`src/rtl/fb_pkg.sv`:
```
// Shared constants and types for the framebuffer arbiter and its clear engine.
// The optional bounds checker is enabled by defining FBARB_BOUNDS_CHECK_EN.
package fb_pkg;

  localparam int ADDR_W   = 17;
  localparam int PIX_W    = 3;
  localparam int FB_DEPTH = 76800;

  localparam logic [ADDR_W-1:0] FB_LAST = ADDR_W'(FB_DEPTH - 1);

  typedef enum logic {
    IDLE,
    CLEAR
  } wr_state_t;

  typedef enum logic [1:0] {
    SRC_NONE,
    SRC_VGA,
    SRC_HOST
  } rd_src_t;

  function automatic logic addr_in_range(input logic [ADDR_W-1:0] addr);
    return addr <= FB_LAST;
  endfunction

endpackage

```
`src/rtl/fb_clear_engine.sv`:
```
// Fill engine: sweeps addresses 0..FB_DEPTH-1 with a colour latched at start,
// flags the final address and produces a one-cycle done pulse.
module fb_clear_engine
  import fb_pkg::*;
(
  input  logic              clock,
  input  logic              reset_n,
  input  logic              start_i,
  input  logic              active_i,
  input  logic [PIX_W-1:0]  color_i,
  output logic [ADDR_W-1:0] addr_o,
  output logic [PIX_W-1:0]  color_o,
  output logic              last_o,
  output logic              done_o
);

  logic [ADDR_W-1:0] cnt_q, cnt_d;
  logic [PIX_W-1:0]  color_q, color_d;
  logic              done_q, done_d;

  always_comb begin
    cnt_d   = cnt_q;
    color_d = color_q;
    if (start_i) begin
      cnt_d   = '0;
      color_d = color_i;
    end else if (active_i) begin
      cnt_d = cnt_q + ADDR_W'(1);
    end
  end

  assign last_o = active_i && (cnt_q == FB_LAST);
  // Done lines up with the last fill write appearing on the RAM port.
  assign done_d = last_o;

  always_ff @(posedge clock or negedge reset_n) begin
    if (!reset_n) begin
      cnt_q   <= '0;
      color_q <= '0;
      done_q  <= 1'b0;
    end else begin
      cnt_q   <= cnt_d;
      color_q <= color_d;
      done_q  <= done_d;
    end
  end

  assign addr_o  = cnt_q;
  assign color_o = color_q;
  assign done_o  = done_q;

endmodule

```
`src/rtl/framebuffer_arbiter.sv`:
```
// Framebuffer port arbiter: host writes vs. clear engine on the write port,
// VGA scanout (priority) vs. host on the read port. Macro: FBARB_BOUNDS_CHECK_EN.
module framebuffer_arbiter
  import fb_pkg::*;
(
  input  logic              clock,
  input  logic              reset_n,
  input  logic              host_wr_valid,
  output logic              host_wr_ready,
  input  logic [ADDR_W-1:0] host_wr_addr,
  input  logic [PIX_W-1:0]  host_wr_data,
  input  logic              host_rd_valid,
  output logic              host_rd_ready,
  input  logic [ADDR_W-1:0] host_rd_addr,
  output logic              host_rd_rvalid,
  output logic [PIX_W-1:0]  host_rd_rdata,
  input  logic              vga_rd_en,
  input  logic [ADDR_W-1:0] vga_rd_addr,
  output logic              vga_rd_valid,
  output logic [PIX_W-1:0]  vga_rd_data,
  input  logic              clear_start,
  input  logic [PIX_W-1:0]  clear_color,
  output logic              clear_busy,
  output logic              clear_done,
  output logic              oob_err,
  output logic              mem_we,
  output logic [ADDR_W-1:0] mem_waddr,
  output logic [PIX_W-1:0]  mem_wdata,
  output logic              mem_re,
  output logic [ADDR_W-1:0] mem_raddr,
  input  logic [PIX_W-1:0]  mem_rdata
);

  wr_state_t         state_q, state_d;
  logic              we_q, we_d;
  logic [ADDR_W-1:0] waddr_q, waddr_d;
  logic [PIX_W-1:0]  wdata_q, wdata_d;
  rd_src_t           src_q, src_d;

  logic              wr_acc, wr_oob;
  logic              rd_acc, rd_oob;
  logic              fill_start, fill_active, fill_last, fill_done;
  logic [ADDR_W-1:0] fill_addr;
  logic [PIX_W-1:0]  fill_color;

  assign fill_start  = (state_q == IDLE) && clear_start;
  assign fill_active = (state_q == CLEAR);

  fb_clear_engine u_clear (
    .clock    (clock),
    .reset_n  (reset_n),
    .start_i  (fill_start),
    .active_i (fill_active),
    .color_i  (clear_color),
    .addr_o   (fill_addr),
    .color_o  (fill_color),
    .last_o   (fill_last),
    .done_o   (fill_done)
  );

  assign host_wr_ready = (state_q == IDLE);
  assign wr_acc        = host_wr_valid && host_wr_ready;
  assign host_rd_ready = ~vga_rd_en;
  assign rd_acc        = host_rd_valid && ~vga_rd_en;

`ifdef FBARB_BOUNDS_CHECK_EN
  assign wr_oob = wr_acc && !addr_in_range(host_wr_addr);
  assign rd_oob = rd_acc && !addr_in_range(host_rd_addr);
`else
  assign wr_oob = 1'b0;
  assign rd_oob = 1'b0;
`endif

  always_comb begin
    state_d = state_q;
    we_d    = 1'b0;
    waddr_d = waddr_q;
    wdata_d = wdata_q;
    case (state_q)
      IDLE: begin
        // A host write in the start cycle still lands before fill address 0.
        if (wr_acc && !wr_oob) begin
          we_d    = 1'b1;
          waddr_d = host_wr_addr;
          wdata_d = host_wr_data;
        end
        if (clear_start) state_d = CLEAR;
      end
      CLEAR: begin
        we_d    = 1'b1;
        waddr_d = fill_addr;
        wdata_d = fill_color;
        if (fill_last) state_d = IDLE;
      end
      default: state_d = IDLE;
    endcase
  end

  assign mem_re    = vga_rd_en || (rd_acc && !rd_oob);
  assign mem_raddr = vga_rd_en ? vga_rd_addr : host_rd_addr;

  always_comb begin
    src_d = SRC_NONE;
    if (vga_rd_en)   src_d = SRC_VGA;
    else if (rd_acc) src_d = SRC_HOST;
  end

  always_ff @(posedge clock or negedge reset_n) begin
    if (!reset_n) begin
      state_q <= IDLE;
      we_q    <= 1'b0;
      waddr_q <= '0;
      wdata_q <= '0;
      src_q   <= SRC_NONE;
    end else begin
      state_q <= state_d;
      we_q    <= we_d;
      waddr_q <= waddr_d;
      wdata_q <= wdata_d;
      src_q   <= src_d;
    end
  end

  assign mem_we         = we_q;
  assign mem_waddr      = waddr_q;
  assign mem_wdata      = wdata_q;
  assign clear_busy     = (state_q == CLEAR);
  assign clear_done     = fill_done;
  assign vga_rd_valid   = (src_q == SRC_VGA);
  assign vga_rd_data    = vga_rd_valid ? mem_rdata : '0;
  assign host_rd_rvalid = (src_q == SRC_HOST);

`ifdef FBARB_BOUNDS_CHECK_EN
  logic zero_q, oob_q;

  // Out-of-range host reads never reach the RAM, so their reply is forced to 0.
  always_ff @(posedge clock or negedge reset_n) begin
    if (!reset_n) begin
      zero_q <= 1'b0;
      oob_q  <= 1'b0;
    end else begin
      zero_q <= rd_oob;
      oob_q  <= oob_q || wr_oob || rd_oob;
    end
  end

  assign host_rd_rdata = (host_rd_rvalid && !zero_q) ? mem_rdata : '0;
  assign oob_err       = oob_q;
`else
  assign host_rd_rdata = host_rd_rvalid ? mem_rdata : '0;
  assign oob_err       = 1'b0;
`endif

endmodule

```
`config.mk`:
```
export PLATFORM = sky130hd
export DESIGN_NAME = framebuffer_arbiter
export DESIGN_NICKNAME = d
export VERILOG_FILES = /design/src/rtl/fb_pkg.sv /design/src/rtl/fb_clear_engine.sv /design/src/rtl/framebuffer_arbiter.sv
export SDC_FILE = /design/constraint.sdc
export NUM_CORES = 1
export LEC_CHECK = 0
export BUFFER_PORTS_ARGS = -buffer_cell sky130_fd_sc_hd__clkbuf_2
export CORE_MARGIN = 8
export CORE_UTILIZATION = 35
export CTS_BUF_LIST = sky130_fd_sc_hd__clkbuf_2
export DETAILED_ROUTE_END_ITERATION = 10
export GPL_ROUTABILITY_DRIVEN = 0
export PLACE_DENSITY = 0.69
export SETUP_SLACK_MARGIN = 0.1
export SLEW_MARGIN = 20
export SYNTH_ARGS = -nofsm -noshare
export SYNTH_HDL_FRONTEND = slang
export SYNTH_SLANG_ARGS = --single-unit
```
`constraint.sdc`:
```
create_clock -name clock -period 1.6 [get_ports clock]
set_clock_uncertainty 0.15 [all_clocks]
set_input_delay 0.16 -clock clock [delete_from_list [all_inputs] [get_ports clock]]
set_output_delay 0.16 -clock clock [all_outputs]
set_load 0.05 [all_outputs]
```
-- Word-level counts from Yosys, hierarchy flattened
Cells that the tools add are included.
- flip-flop bits (word level): 45
- input port bits: 66
- $add $sub $neg: 1
- equal/unequal tests: 4
- muxes and demuxes: 16
- bitwise logic cells: 2
- reduce and logical (&&, ||, !) cells: 6
- operator list (kind ; number):
    $mux 17 ; 4
    $pmux 17 s2 ; 1
    $add 17x1->17 const B ; 1
    $eq 17x17->1 const B ; 1
    $mux 3 ; 3
    $pmux 3 s2 ; 1
    $logic_and 1x1->1 ; 4
    $mux 2 ; 2
    $pmux 1 s2 ; 2
    $mux 1 ; 3
    $eq 2x1->1 const B ; 1
    $eq 2x2->1 const B ; 1
    $ne 2x1->1 const B ; 1
    $not 1->1 ; 2
    $reduce_bool 2->1 ; 1
    $logic_or 1x1->1 ; 1

-- Longest topological paths before layout
- depth after elaboration: 4
- gate-level depth with buffers: 6
- gate-level depth less buffers: 5

-- Cells and area by module
A second synthesis with hierarchy kept.
- cell total of the unflattened synthesis: 223
- area, all modules: 2393.5 um2
- by module, submodules not included (module ; instances ; cells each ; area an instance (um2)):
    framebuffer_arbiter ; 1 ; 127 ; 1355.0
    fb_clear_engine ; 1 ; 96 ; 1038.5

-- Worst setup path after synthesis
Ideal clock, no wire load.
- path kind: register -> register
- from: register state_q, in the netlist clear_busy
- to: register u_clear.cnt_q[12], in the netlist u_clear.addr_o[12]
- library setup time: 130 ps
- data arrival time: 1843 ps
- setup slack: -523 ps
- cell stages (with the launch flop): 7
- path buffers: 2
- cell sequence: dfrtp_1 buf_4 inv_1 nand2_1 buf_2 o211ai_1 o31ai_1
- longest elaborated chain between the ends: 3
- elaborated cells between the ends (all ways): 4
- RTL lines (what ; RTL line ; source):
    start: declaration ; framebuffer_arbiter.sv:34 ; wr_state_t state_q, state_d;
    start signal: assignment ; framebuffer_arbiter.sv:116 ; state_q <= state_d;
    $not 1->1 * ; - ;
    named net host_wr_ready ; framebuffer_arbiter.sv:9 ; output logic host_wr_ready,
    $logic_and 1x1->1 * ; framebuffer_arbiter.sv:46 ; assign fill_start = (state_q == IDLE) && clear_start;
    $mux 17 / $reduce_bool 2->1 (equally long branches) ; - ;
    end signal: assignment ; fb_clear_engine.sv:42 ; cnt_q <= cnt_d;
    end: declaration ; fb_clear_engine.sv:17 ; logic [ADDR_W-1:0] cnt_q, cnt_d;
The timed path passes the listed nets; every way through them passes the cells marked *.
A chain may end at the register's enable or synchronous reset.

-- Final worst setup path
- from: register state_q, in the netlist clear_busy
- to: register u_clear.cnt_q[12], in the netlist u_clear.addr_o[12]
- longest elaborated chain between the ends: 3
- elaborated cells between the ends (all ways): 4
- RTL lines (what ; RTL line):
    $not 1->1 ; -
    $logic_and 1x1->1 ; framebuffer_arbiter.sv:46
    $mux 17 / $reduce_bool 2->1 (equally long branches) ; -
Parallel ways exist; a longest one is shown, timed or not.

==> out/results.txt <==
most used cell, CP - buf_6
Primary FF master, synth - dfrtp_1
critical path class - flop to flop
Iter 0 DRT Violations - 111
CP max stage cell - dfrtp_2
violated checks - negative setup slack
fillcell total - 471
CP max FO - 8
CP Launch Type - flop
Largest delay share family, worst path - flip-flops
Post-Syn Instances - 217
worst reg-to-reg setup slack - -0.14 ns
Worst Hold End - src_q[1]$_DFF_PN0_
final wirelength - 7810 um
PortBufs - 116
Clock Path Buffers - 2
Leakage - 2.08 nW
Max IR drop VDD - 1070 uV
TritonCTS Buffers - 5
final hold vios - 0
Final setup viols - 18
fin worst setup slack - -0.138 ns
R2R Path End - u_clear.addr_o[12]$_DFFE_PN0P_
Slew @ Worst Pin - 0.505 ns
status - finished, violations left
DRC Markers - 0
number of routed nets with antenna violations - 0
YS warnings - 0
final setup TNS - -1.21 ns
arrival time worst endpoint - 1.89 ns
min-delay worst type - primary input to flop
Critical Path Max Stage Delay - 0.47 ns
Core Area - 0.00635 mm2
Detailed Routing Iterations Pass 1 - 4
fin area - 0.00401 mm2
GRT Total Usage - 0.159
Tmin final - 1.74 ns
io pins - 118
Clock Latency Late Sink - 0.41 ns
drt via density - 5.01
Final Max Slew Viols - 0
clock sink count - 45
Root Driver - clkbuf_2
# diodes - 0
fin nets - 459
fraction of registers with async set/reset - 1.00
max_cap viols - 0
FF/Latch Area - 0.00113 mm2
Seq/Total Area, Yosys - 0.492
highest clock rate - 575 MHz
via count - 2356
Row Count - 29
die height - 96.8 um
Post-DP Area - 0.00312 mm2
Post-synth EDFFs - 0
CTS tree - yes
CP Capture Type - flop
Worst Path Buf+Inv - 3
Area growth syn-to-layout - 75.2%
CP Cell Sequence - buf_6 -> buf_6 -> nand4_4 -> or2_4 -> buf_8 -> o211ai_1 -> o31ai_1
hold depth - 2
Worst R2R Start - clear_busy$_DFF_PN0_
Util after Layout - 0.631
Synth cell types - 32
initial core utilization - 0.360
die area - 0.00938 mm2
Avg Cell Area, Syn - 10.5 um2
Hold WS - 0.0168 ns
vias in the first global route - 2663
die width - 96.8 um
period utilization - 1.09
Synthesized Nets - 284
H-tree Lvls - 2
PD cells - 1100 mW/mm2
CTS clock-pin slew for the worst setup and hold paths - 0.23 ns
worst r2r path cells - 7
initial antenna violation count - 0
unrepaired setup endpoints after global routing - yes
Slew headroom - 0.662
Multi-input gate area - 0.00129 mm2
total grt overflow - 0
largest net degree at the start of global routing - 33
share of cells above drive strength 1 - 0.547
WL/cell - 16.6 um
CP Data Required Time - 1.76 ns
#FFs+latches synth - 45
first-pass GRT wire length - 12500 um
hold path startpoint - vga_rd_en
synthesized area - 0.00229 mm2
post-DP HPWL - 5050 um
## metal layers
layer,part of all wire,GRT usage,vias to the layer above
li1,-,-,1116
met1,0.39,0.168,1120
met2,0.51,0.284,110
met3,0.079,0.0583,10
met4,0.014,0.0485,0
met5,0,0,-
## logic make-up after synthesis
logic type	share of synthesized area
AND/OR/NAND/NOR	0.146
XOR/XNOR	0.00383
buffers and inverters	0.0361
adder cells (fa/ha/maj)	0.00547
AO/OA/AOI/OAI	0.107
other	0.00164
flip-flops	0.492
multiplexers	0.208
## cell usage after synthesis (2+ instances only)
cell / instances / area share
inv_1: 4 / 0.0066
a21o_1: 2 / 0.0066
buf_2: 3 / 0.0066
clkbuf_1: 7 / 0.011
or2_2: 2 / 0.0055
o31ai_1: 4 / 0.013
nor3_1: 3 / 0.0066
mux2_2: 20 / 0.098
nor2b_1: 3 / 0.0082
a21oi_1: 5 / 0.011
nand2_1: 33 / 0.054
mux2i_1: 25 / 0.11
nand3_1: 7 / 0.015
and2_1: 6 / 0.016
o41ai_1: 2 / 0.0077
o211ai_1: 3 / 0.0098
nor2_1: 5 / 0.0082
o21ai_0: 22 / 0.048
buf_4: 2 / 0.0066
nand4_1: 3 / 0.0082
dfrtp_1: 45 / 0.49
## worst register-to-register path: stages (launching register included)
cell and delay, ns:
dfrtp_2 0.47, buf_6 0.11, buf_6 0.10, nand4_4 0.07
or2_4 0.30, buf_8 0.16, o211ai_1 0.17, o31ai_1 0.10
## state kept, by name (all words and copies together), names as in the netlist
register         count
u_clear.addr_o      17
mem_we               1
u_clear.done_o       1
u_clear.color_o      3
mem_waddr           17
mem_wdata            3
clear_busy           1
src_q                2
## timing repair
item | 4_1_cts | 5_1_grt
resized for setup | 52 | 38
setup endpoints to repair | 21 | 45
cloned | 2 | 0
hold endpoints to repair | 74 | 0
setup buffers | 9 | 7
pin swaps | 14 | 9
hold buffers | 29 | 0
## placed cells by master (no fill, tap or decap), types with 2 or more instances in the layout
cell / count
and2_4: 4
buf_4: 18
nand3_2: 2
nand2_1: 29
nor2b_4: 2
clkbuf_16: 5
clkbuf_2: 108
o21ai_0: 21
o31ai_1: 3
nand4_1: 3
nor2_4: 2
buf_8: 6
o311ai_4: 2
mux2i_1: 25
or2_4: 2
a21oi_1: 5
dfrtp_2: 2
o41ai_2: 2
dlygate4sd3_1: 29
buf_12: 3
a21o_1: 2
nand3_4: 2
buf_2: 3
nor2_1: 3
nand3_1: 3
mux2_2: 20
o211ai_1: 3
nand2_4: 2
buf_6: 12
inv_1: 3
and2_2: 2
dfrtp_1: 43
nor3_4: 3
## where the power goes
| part | switching, mW | internal [mW] | leakage, nW | total [mW] |
|---|---|---|---|---|
| Combinational | 1.43 | 0.803 | 1.52 | 2.23 |
| Clock | 0.368 | 0.104 | 0.0304 | 0.471 |
| Sequential | 0.276 | 1.44 | 0.528 | 1.72 |
| Total | 2.07 | 2.35 | 2.08 | 4.42 |
## stage by stage
| step | total power [mW] | setup WS, ns | instances |
|---|---|---|---|
| after floorplan | 2.91 | -0.189 | 217 |
| after global placement | 3.53 | -0.0853 | 418 |
| after detailed placement | 3.59 | -0.167 | 418 |
| after CTS | 4.25 | -0.110 | 465 |
| after global routing | 4.69 | -0.233 | 470 |
| final | 4.42 | -0.138 | 470 |
## worst max-delay path by stage
stage               slack [ns]  cells past startpoint                          start                        endpoint
finish                   -0.14                      7           clear_busy$_DFF_PN0_  u_clear.addr_o[12]$_DFFE_PN0P_
global placement         -0.09                      5  u_clear.addr_o[0]$_DFFE_PN0P_  u_clear.addr_o[16]$_DFFE_PN0P_
CTS                      -0.11                      3             src_q[1]$_DFF_PN0_                host_rd_rdata[0]
floorplan                -0.19                      4           clear_busy$_DFF_PN0_  u_clear.color_o[0]$_DFFE_PN0P_
detailed placement       -0.17                      5  u_clear.addr_o[0]$_DFFE_PN0P_  u_clear.addr_o[16]$_DFFE_PN0P_
global route             -0.23                      6  u_clear.addr_o[1]$_DFFE_PN0P_  u_clear.addr_o[12]$_DFFE_PN0P_
## area by class of cell
type | count | area share
repair buffers | 181 | 0.356
multi-input cells | 155 | 0.323
flip-flops and latches | 45 | 0.282
well taps | 77 | 0.0240
clock buffers | 5 | 0.00624
inverters | 4 | 0.00468
clock inverters | 3 | 0.00437
(Power assumes the default switching activity.)
